<file path="src/rtl/debounce_multi.sv">
// N-channel switch debouncer: per-channel synchroniser, shared sample-tick prescaler,
// per-channel stability counter, debounced level plus one-cycle rise/fall pulses.
module debounce_multi #(
  parameter int   CH           = 4,
  parameter int   TICK_DIV     = 50000,
  parameter int   STABLE_TICKS = 10,
  parameter int   SYNC_STAGES  = 2,
  parameter logic RST_VAL      = 1'b0
) (
  input  logic          clk50m,
  input  logic          rst_n,
  input  logic [CH-1:0] sw,
  output logic [CH-1:0] sw_dbnc,
  output logic [CH-1:0] sw_hi,
  output logic [CH-1:0] sw_lo,
  output logic          sw_any,
  output logic          tick
);

  localparam int PW = (TICK_DIV > 1) ? $clog2(TICK_DIV) : 1;
  localparam int CW = (STABLE_TICKS > 1) ? $clog2(STABLE_TICKS) : 1;
  localparam logic [PW-1:0] PCNT_MAX = PW'(TICK_DIV - 1);
  localparam logic [CW-1:0] CNT_MAX  = CW'(STABLE_TICKS - 1);

  logic [CH-1:0] sync_q [SYNC_STAGES];
  logic [CH-1:0] s;
  logic [CH-1:0] accept;
  logic [PW-1:0] pcnt;
  logic [PW-1:0] pcnt_nxt;
  logic [CW-1:0] cnt [CH];

  always_ff @(posedge clk50m or negedge rst_n) begin
    if (!rst_n) begin
      for (int k = 0; k < SYNC_STAGES; k++) sync_q[k] <= {CH{RST_VAL}};
    end else begin
      sync_q[0] <= sw;
      for (int k = 1; k < SYNC_STAGES; k++) sync_q[k] <= sync_q[k-1];
    end
  end

  assign s = sync_q[SYNC_STAGES-1];

  always_comb begin
    pcnt_nxt = (pcnt == PCNT_MAX) ? '0 : pcnt + PW'(1);
  end

  // tick is registered from the next count so it is high exactly while pcnt == TICK_DIV-1
  always_ff @(posedge clk50m or negedge rst_n) begin
    if (!rst_n) begin
      pcnt <= '0;
      tick <= 1'b0;
    end else begin
      pcnt <= pcnt_nxt;
      tick <= (pcnt_nxt == PCNT_MAX);
    end
  end

  always_comb begin
    accept = '0;
    for (int i = 0; i < CH; i++) begin
      accept[i] = tick && (s[i] != sw_dbnc[i]) && (cnt[i] == CNT_MAX);
    end
  end

  // Any cycle where the input matches the debounced level restarts that channel's count.
  always_ff @(posedge clk50m or negedge rst_n) begin
    if (!rst_n) begin
      for (int i = 0; i < CH; i++) cnt[i] <= '0;
    end else begin
      for (int i = 0; i < CH; i++) begin
        if ((s[i] == sw_dbnc[i]) || accept[i]) cnt[i] <= '0;
        else if (tick)                         cnt[i] <= cnt[i] + CW'(1);
      end
    end
  end

  always_ff @(posedge clk50m or negedge rst_n) begin
    if (!rst_n) begin
      sw_dbnc <= {CH{RST_VAL}};
      sw_hi   <= '0;
      sw_lo   <= '0;
      sw_any  <= 1'b0;
    end else begin
      sw_dbnc <= (sw_dbnc & ~accept) | (s & accept);
      sw_hi   <= accept & s;
      sw_lo   <= accept & ~s;
      sw_any  <= |accept;
    end
  end

endmodule
</file>
<file path="config.mk">
export PLATFORM = sky130hd
export DESIGN_NAME = debounce_multi
export DESIGN_NICKNAME = d
export VERILOG_FILES = /design/src/rtl/debounce_multi.sv
export SDC_FILE = /design/constraint.sdc
export NUM_CORES = 1
export LEC_CHECK = 0
export BUFFER_PORTS_ARGS = -buffer_cell sky130_fd_sc_hd__buf_2
export CAP_MARGIN = 5
export CORE_UTILIZATION = 37
export DETAILED_ROUTE_END_ITERATION = 16
export GPL_TIMING_DRIVEN = 0
export PLACE_DENSITY_LB_ADDON = 0.2
export SLEW_MARGIN = 20
export SYNTH_ARGS = -nofsm -noshare
export SYNTH_HDL_FRONTEND = slang
export SYNTH_SLANG_ARGS = --single-unit
</file>
<file path="constraint.sdc">
create_clock -name clk50m -period 3.17 [get_ports clk50m]
set_clock_uncertainty 0.1 [all_clocks]
set_input_delay 0.7925 -clock clk50m [delete_from_list [all_inputs] [get_ports clk50m]]
set_output_delay 0.7925 -clock clk50m [all_outputs]
set_load 0.03 [all_outputs]
</file>
# Word level (Yosys, flattened, before mapping)
# Cells that the tools add are included.
dict set report totals {
  reg_bits 54
  in_bits 6
  elab_cells 63
}
dict set report classes {
  n_addsub 5
  eq_ne 14
  n_mux 9
  n_bitwise 6
  reduce_logical 17
}
# cell count
set op_table {}
lappend op_table {{16-bit == test (second input constant)} 2}
lappend op_table {{4-bit two-way mux} 8}
lappend op_table {{16-bit by 1-bit adder with 16-bit output (second input constant)} 1}
lappend op_table {{4-bit by 1-bit adder with 4-bit output (second input constant)} 4}
lappend op_table {{4-bit == test (second input constant)} 4}
lappend op_table {{16-bit two-way mux} 1}
lappend op_table {{4-bit AND} 3}
lappend op_table {{1-bit logical AND} 8}
lappend op_table {{4-bit inverter} 2}
lappend op_table {{2-bit nonzero test} 4}
lappend op_table {{1-bit == test} 4}
lappend op_table {{1-bit logical OR} 4}
lappend op_table {{1-bit != test} 4}
lappend op_table {{4-bit bitwise OR} 1}
lappend op_table {{4-bit OR reduction} 1}

# Logic depth before layout (Yosys ltp)
# Gate-level depths: netlist of run 1.
dict set report logic_depth {
  depth_word 6
  ltp_mapped 7
  ltp_nobuf 6
}

# Worst setup path after synthesis of run 1
# OpenSTA, ideal clock, no wires.
dict set report synth_timing {
  path_type {register -> register}
  startpoint {register pcnt[0]}
  endpoint {register tick}
  setup_ns 0.111
  arrival_ns 1.799
  path_slack_ns 1.160
  stages_incl_launch_ff 7
  period_less_slack_ns 2.010
  path_cell_list {dfrtp_1 ha_1 nand3_4 nor3_1 xor2_1 or4_1 a2111oi_2}
}
dict set report synth_via {
  elab_chain_cells 3
}
# item line_no
set synth_lines {}
lappend synth_lines {{start: declaration} 28} ;# logic [PW-1:0] pcnt;
lappend synth_lines {{start signal: assignment} 53} ;# pcnt <= pcnt_nxt;
lappend synth_lines {{16-bit by 1-bit adder with 16-bit output or 16-bit == test (tied branches)} 44} ;# pcnt_nxt = (pcnt == PCNT_MAX) ? '0 : pcnt + PW'(1);
lappend synth_lines {{16-bit two-way mux (*)} 44}
lappend synth_lines {{named net pcnt_nxt[10]} 29} ;# logic [PW-1:0] pcnt_nxt;
lappend synth_lines {{16-bit == test (*)} 54} ;# tick <= (pcnt_nxt == PCNT_MAX);
lappend synth_lines {{end signal: assignment} 54}
lappend synth_lines {{end: declaration} 17} ;# output logic tick
# Mark *: on every way through the listed nets, which the timed path passes. The rest lies on a longest branch.
# A chain may end at the register's enable or synchronous reset.

# Worst setup path in the final report of run 1
# Ends and elaborated chain as after synthesis.

==> results.sh, run 1 <==
export IMPL_relSlewSlack_pct=54.6
export IMPL_clockBufferDepth=2
export IMPL_layoutNonFillerInstCount=324
export IMPL_root_buffer="clkbuf_8"
export IMPL_rows=29
export IMPL_synth_cell_types=43
export IMPL_synth_edff_count=0
export IMPL_io_buffer_count=19
export IMPL_die_h_um=84.4
export IMPL_syn_area_mm2=0.00251
export IMPL_grt_start_max_net_pins=55
export IMPL_finalWirelength_um=4150
export IMPL_netlist_instances=220
export IMPL_chipWidth_um=84.4
export IMPL_setup_viol=0
export IMPL_holdPathStages=0
export IMPL_ys_ff_latch=54
export IMPL_nNetsFinal=261
export IMPL_critPathRequiredTime_ns=3.28
export IMPL_tns_ns=0
export IMPL_cts_setup_buffers=0
export IMPL_diodes=0
export IMPL_overflow=0
export IMPL_crit_fanout=8
export IMPL_grt_pass1_wl_um=7350
export IMPL_finalCritPeriodShare_pct=68.5
export IMPL_core_area_mm2=0.00646
export IMPL_cts_buffers=5
export IMPL_synth_nets=235
export IMPL_ctsHtreeMaxLevel=2
export IMPL_grt_pass1_vias=1599
export IMPL_powerDensity_mw_per_mm2=401
export IMPL_crit_path_end_kind="register"
export IMPL_violations="DRC"
export IMPL_fmax_mhz=460
export IMPL_multiInputGateArea_mm2=0.00110
export IMPL_syn_area_per_cell_um2=11.4
export IMPL_cts_resized=0
export IMPL_clk_insertion_delay_late_ns=0.31
export IMPL_vias_per_cell=4.98
export IMPL_crit_type="reg -> reg"
export IMPL_path_clk_slew_ns=0.10
export IMPL_rr_worst_depth=6
export IMPL_r2r_end="tick"
export IMPL_async_flop_share_pct=100
export IMPL_place_gp_congestion=0.754
export IMPL_cp_arrival_ns=2.28
export IMPL_grtUsageTotal_pct=13.3
export IMPL_drt_iter0_drc=49
export IMPL_area_delta_synth_final_pct=11.6
export IMPL_start_kind="register"
export IMPL_vias=1612
export IMPL_maxCapViolCount=0
export IMPL_cp_startpoint="pcnt[0]"
export IMPL_layout_common_cells="dfrtp_1 (54), nor2_1 (28), buf_2 (20)"
export IMPL_nFillCells=631
export IMPL_ys_flop_type="dfrtp_1"
export IMPL_worst_pin_slew_ns=0.682
export IMPL_min_path_type="reg -> reg"
export IMPL_io_pins=20
export IMPL_reg2reg_from="pcnt[0]"
export IMPL_final_common_cell="dfrtp_1"
export IMPL_seq_area_frac_synth_pct=53.7
export IMPL_drc=2
export IMPL_dr_pass1_iters=10
export IMPL_hpwl_um=2850
export IMPL_peakVddDrop_mv=0.174
export IMPL_cts_sinks=54
export IMPL_r2r_setup_slack_ns=1.0
export IMPL_post_drt_wl_per_cell_um=12.8
export IMPL_dp_cells=316
export IMPL_cts_tree="done"
export IMPL_antenna_found_initial=0
export IMPL_yosysWarnings=0
export IMPL_status="finished with violations"
export IMPL_hold_buffers=0
export IMPL_slew_viol_final=0
export IMPL_crit_end="tick"
export IMPL_drive_gt1_share_pct=18.6
export IMPL_dieArea_mm2=0.00713
export IMPL_hold_viol=0
export IMPL_seq_area_mm2=0.00135
export IMPL_start_util_pct=38.9
export IMPL_period_minus_slack_ns=2.17
export IMPL_final_core_util_pct=43.5
export IMPL_power_leakage_uw=0.00128
export IMPL_grt_setup_unrepaired="false"
export IMPL_ant_nets=0
worst min-delay path by stage:
stage,from,to
2_1_floorplan,sync_q[4],s[0]
4_1_cts,sync_q[5],s[1]
6_report,sync_q[4],s[0]
3_3_place_gp,sync_q[7],s[3]
5_1_grt,sync_q[4],s[0]
3_5_place_dp,sync_q[5],s[1]
registers in the layout, indices dropped and copies added, names as in the netlist, named ones only:
register,cells
cnt,16
pcnt,16
s,4
sw_any,1
sw_hi,4
sw_lo,4
sync_q,4
tick,1
layout make-up:
type / instances / area share [%]
buffer: 6 / 1.16
multi-input combinational: 152 / 39.2
timing repair buffer: 19 / 3.48
sequential: 54 / 48.1
clock buffer: 6 / 2.94
inverter: 8 / 1.07
clock inverter: 2 / 0.579
tap: 77 / 3.43
per-stage QoR:
| stage | hold WS (ns) | power, µW | instance area (µm²) | worst slack [ns] |
|---|---|---|---|---|
| 6_report | 0.261 | 1130 | 2810 | 0.998 |
| 5_1_grt | 0.267 | 1180 | 2810 | 0.846 |
| 4_1_cts | 0.264 | 1150 | 2810 | 0.965 |
| 3_5_place_dp | 0.240 | 735 | 2710 | 1.00 |
| 3_3_place_gp | 0.233 | 734 | 2710 | 1.03 |
| 2_1_floorplan | 0.231 | 715 | 2510 | 1.16 |
per-layer routing:
metal / part of all wire, % / GRT usage (%) / routed length, µm
met1: 47 / 16.7 / 1960
met2: 48 / 21.5 / 1990
met3: 4.1 / 4.62 / 171
met4: 0.60 / 4.62 / 25
met5: 0 / 0 / 0
synthesized netlist by cell type, drive strengths merged, types with 2 or more instances:
master | number | area [µm²]
a211oi | 3 | 22.5
inv | 8 | 30.0
nand2 | 12 | 45.0
nand4 | 9 | 83.8
xor2 | 19 | 166
buf | 4 | 25.0
dfrtp | 54 | 1350
o21ai | 3 | 15.0
nand4b | 5 | 43.8
nor3 | 5 | 30.0
ha | 9 | 113
nor4 | 2 | 18.8
nor3b | 8 | 60.1
nor2 | 28 | 105
nand3b | 3 | 22.5
a21oi | 2 | 13.8
nand3 | 8 | 52.6
xnor2 | 10 | 87.6
clkbuf | 2 | 7.51
mux2 | 5 | 56.3
nand2b | 4 | 25.0
or3 | 3 | 23.8
and3 | 3 | 18.8
where the power goes:
group	switching (µW)	total (µW)	internal [µW]
Combinational	17.5	22.3	4.73
Sequential	3.50	697	693
Clock	227	407	180
Total	248	1130	878
kinds of logic (layout without fill, tap and decap cells):
family | Yosys count | in the layout | share of synthesized area, %
buffers and inverters | 14 | 41 | 2.49
AND/OR/NAND/NOR | 95 | 95 | 22.8
AO/OA/AOI/OAI | 14 | 14 | 4.13
XOR/XNOR | 29 | 29 | 10.1
flip-flops | 54 | 54 | 53.7
adder cells (fa/ha/maj) | 9 | 9 | 4.48
multiplexers | 5 | 5 | 2.24
worst max-delay path, cell delays in order (launching register included):
cell	delay, ns
dfrtp_1	0.44
ha_1	0.28
nand3_4	0.14
nor3_1	0.25
xor2_1	0.11
or4_1	0.53
a2111oi_2	0.21
No activity file was read; power rests on OpenSTA's default activity.
==> inputs of run 2 (changes only) <==
Clock period 3.17 ns to 2 ns, I/O delays scaled along.
==> run 2 against run 1 <==
Compared with the run above: the flow still finishes with violations (DRC); final cell count increased by 1.2%; maximum frequency grew 14%; sequential share of layout area shrank 1.2 points; clock-buffer cell count did not move; utilization up 1.3 points; register-to-register slack got worse by 0.90 ns; via count up 0.81%; die area unchanged; sequential cell count did not move; first-iteration DRC count is 98% higher; setup slack got worse by 0.90 ns.
==> results.sh, run 2 (synthesis results as in run 1) <==
export IMPL_status="finished with violations"
export IMPL_violations="DRC"
export IMPL_dr_pass1_iters=10
export IMPL_finalCritPeriodShare_pct=94.9
export IMPL_chipWidth_um=84.4
export IMPL_drc=2
export IMPL_post_drt_wl_per_cell_um=12.9
export IMPL_grt_start_max_net_pins=55
export IMPL_final_core_util_pct=44.7
export IMPL_worst_hold_slack_ns=0.116
export IMPL_setup_viol=0
export IMPL_grt_pass1_wl_um=7450
export IMPL_grt_pass1_vias=1625
export IMPL_crit_path_top_delay_cell="or4_1"
export IMPL_design_area_mm2=0.00289
export IMPL_vias=1625
export IMPL_tns_ns=0
export IMPL_layout_common_cells="dfrtp_1 (51), nor2_1 (28), buf_2 (20)"
export IMPL_relSlewSlack_pct=55.1
export IMPL_final_common_cell="dfrtp_1"
export IMPL_dieArea_mm2=0.00713
export IMPL_vias_per_cell=4.95
export IMPL_drt_iter0_drc=97
export IMPL_cpLargestDelayFamily="simple AND/OR/NAND/NOR gates"
export IMPL_finalWirelength_um=4220
export IMPL_crit_fanout=8
export IMPL_nNetsFinal=265
export IMPL_worst_pin_slew_ns=0.674
export IMPL_start_kind="register"
export IMPL_hold_viol=0
export IMPL_slew_viol_final=0
export IMPL_p_total_uw=1910
export IMPL_path_cells="ha_4 -> nand3_4 -> nor3_2 -> xor2_1 -> or4_1 -> a2111oi_2"
export IMPL_io_pins=20
export IMPL_die_h_um=84.4
export IMPL_rows=29
export IMPL_overflow=0
export IMPL_ctsHtreeMaxLevel=2
export IMPL_clockBufferDepth=2
export IMPL_place_gp_congestion=0.794
export IMPL_drive_gt1_share_pct=22.3
export IMPL_maxCapViolCount=0
export IMPL_cp_arrival_ns=2.00
export IMPL_antenna_found_initial=0
export IMPL_core_area_mm2=0.00646
export IMPL_crit_path_end_kind="register"
export IMPL_cts_tree="done"
export IMPL_crit_buf_inv=0
export IMPL_groute_layer_met1_usage_pct=16.9
export IMPL_diodes=0
export IMPL_ant_nets=0
export IMPL_min_path_type="in -> async"
export IMPL_grt_util_met2_pct=21.9
export IMPL_hold_buffers=0
export IMPL_post_dp_cell_area_mm2=0.00271
export IMPL_powerDensity_mw_per_mm2=661
export IMPL_path_clk_slew_ns=0.10
export IMPL_area_delta_synth_final_pct=14.9
export IMPL_period_minus_slack_ns=1.90
export IMPL_grtUsageTotal_pct=13.2
export IMPL_grtUsageMet3_pct=4.23
export IMPL_grt_busiest_layer="met2"
export IMPL_root_buffer="clkbuf_8"
export IMPL_io_buffer_count=19
export IMPL_power_leakage_uw=0.00131
export IMPL_start_util_pct=38.9
export IMPL_peakVddDrop_mv=0.287
export IMPL_reg2reg_from="pcnt[0]"
export IMPL_cts_sinks=54
export IMPL_crit_type="reg -> reg"
export IMPL_cts_buffers=5
export IMPL_cp_slowest_stage_delay_ns=0.53
export IMPL_hpwl_um=2810
export IMPL_critPathRequiredTime_ns=2.10
export IMPL_fmax_mhz=527
export IMPL_clk_insertion_delay_late_ns=0.31
export IMPL_cp_startpoint="pcnt[0]"
export IMPL_reg_top3="cnt (16), pcnt (16)"
run 2: worst paths after layout:
check                      cells after the start         to  slack (ns)
hold reg to reg                                0       s[0]        0.26
hold / removal                                 1   sw_lo[3]        0.12
setup reg to reg                               6       tick        0.10
max in group asynchronous                      1    pcnt[6]        1.18
setup / recovery                               6       tick        0.10
min in group clk50m                            1  sync_q[5]        0.19
run 2: what timing repair did:
action / 4_1_cts / 5_1_grt
endpoints found under the setup margin: 1 / 2
pin swaps: 1 / 1
setup buffers: 2 / 3
cloned: 0 / 0
gates resized for setup: 1 / 5
run 2: per-layer routing:
layer | vias up | wire length (µm) | part of all wire (%)
li1 | 819 | - | -
met1 | 782 | 2050 | 49
met2 | 22 | 2000 | 47
met3 | 2 | 144 | 3.4
met4 | 0 | 24 | 0.57
met5 | - | 0 | 0
run 2: layout make-up:
class                      count  area [µm²]
fill                         640        3570
sequential                    54        1360
multi-input combinational    152        1120
timing repair buffer          24         135
tap                           77        96.3
clock buffer                   6        82.6
clock inverter                 2        38.8
buffer                         5        32.5
inverter                       8        30.0
run 2: power breakdown:
group	switching, µW	total, µW	internal, µW
Sequential	5.36	1100	1100
Combinational	27.6	35.1	7.50
Clock	357	769	412
Total	390	1910	1520
run 2: per-stage QoR:
| stage | worst slack [ns] | instances |
|---|---|---|
| floorplan | 0.0102 | 220 |
| global placement | -0.120 | 316 |
| detailed placement | -0.137 | 316 |
| CTS | 0.0496 | 326 |
| global route | -0.0320 | 328 |
| finish | 0.102 | 328 |
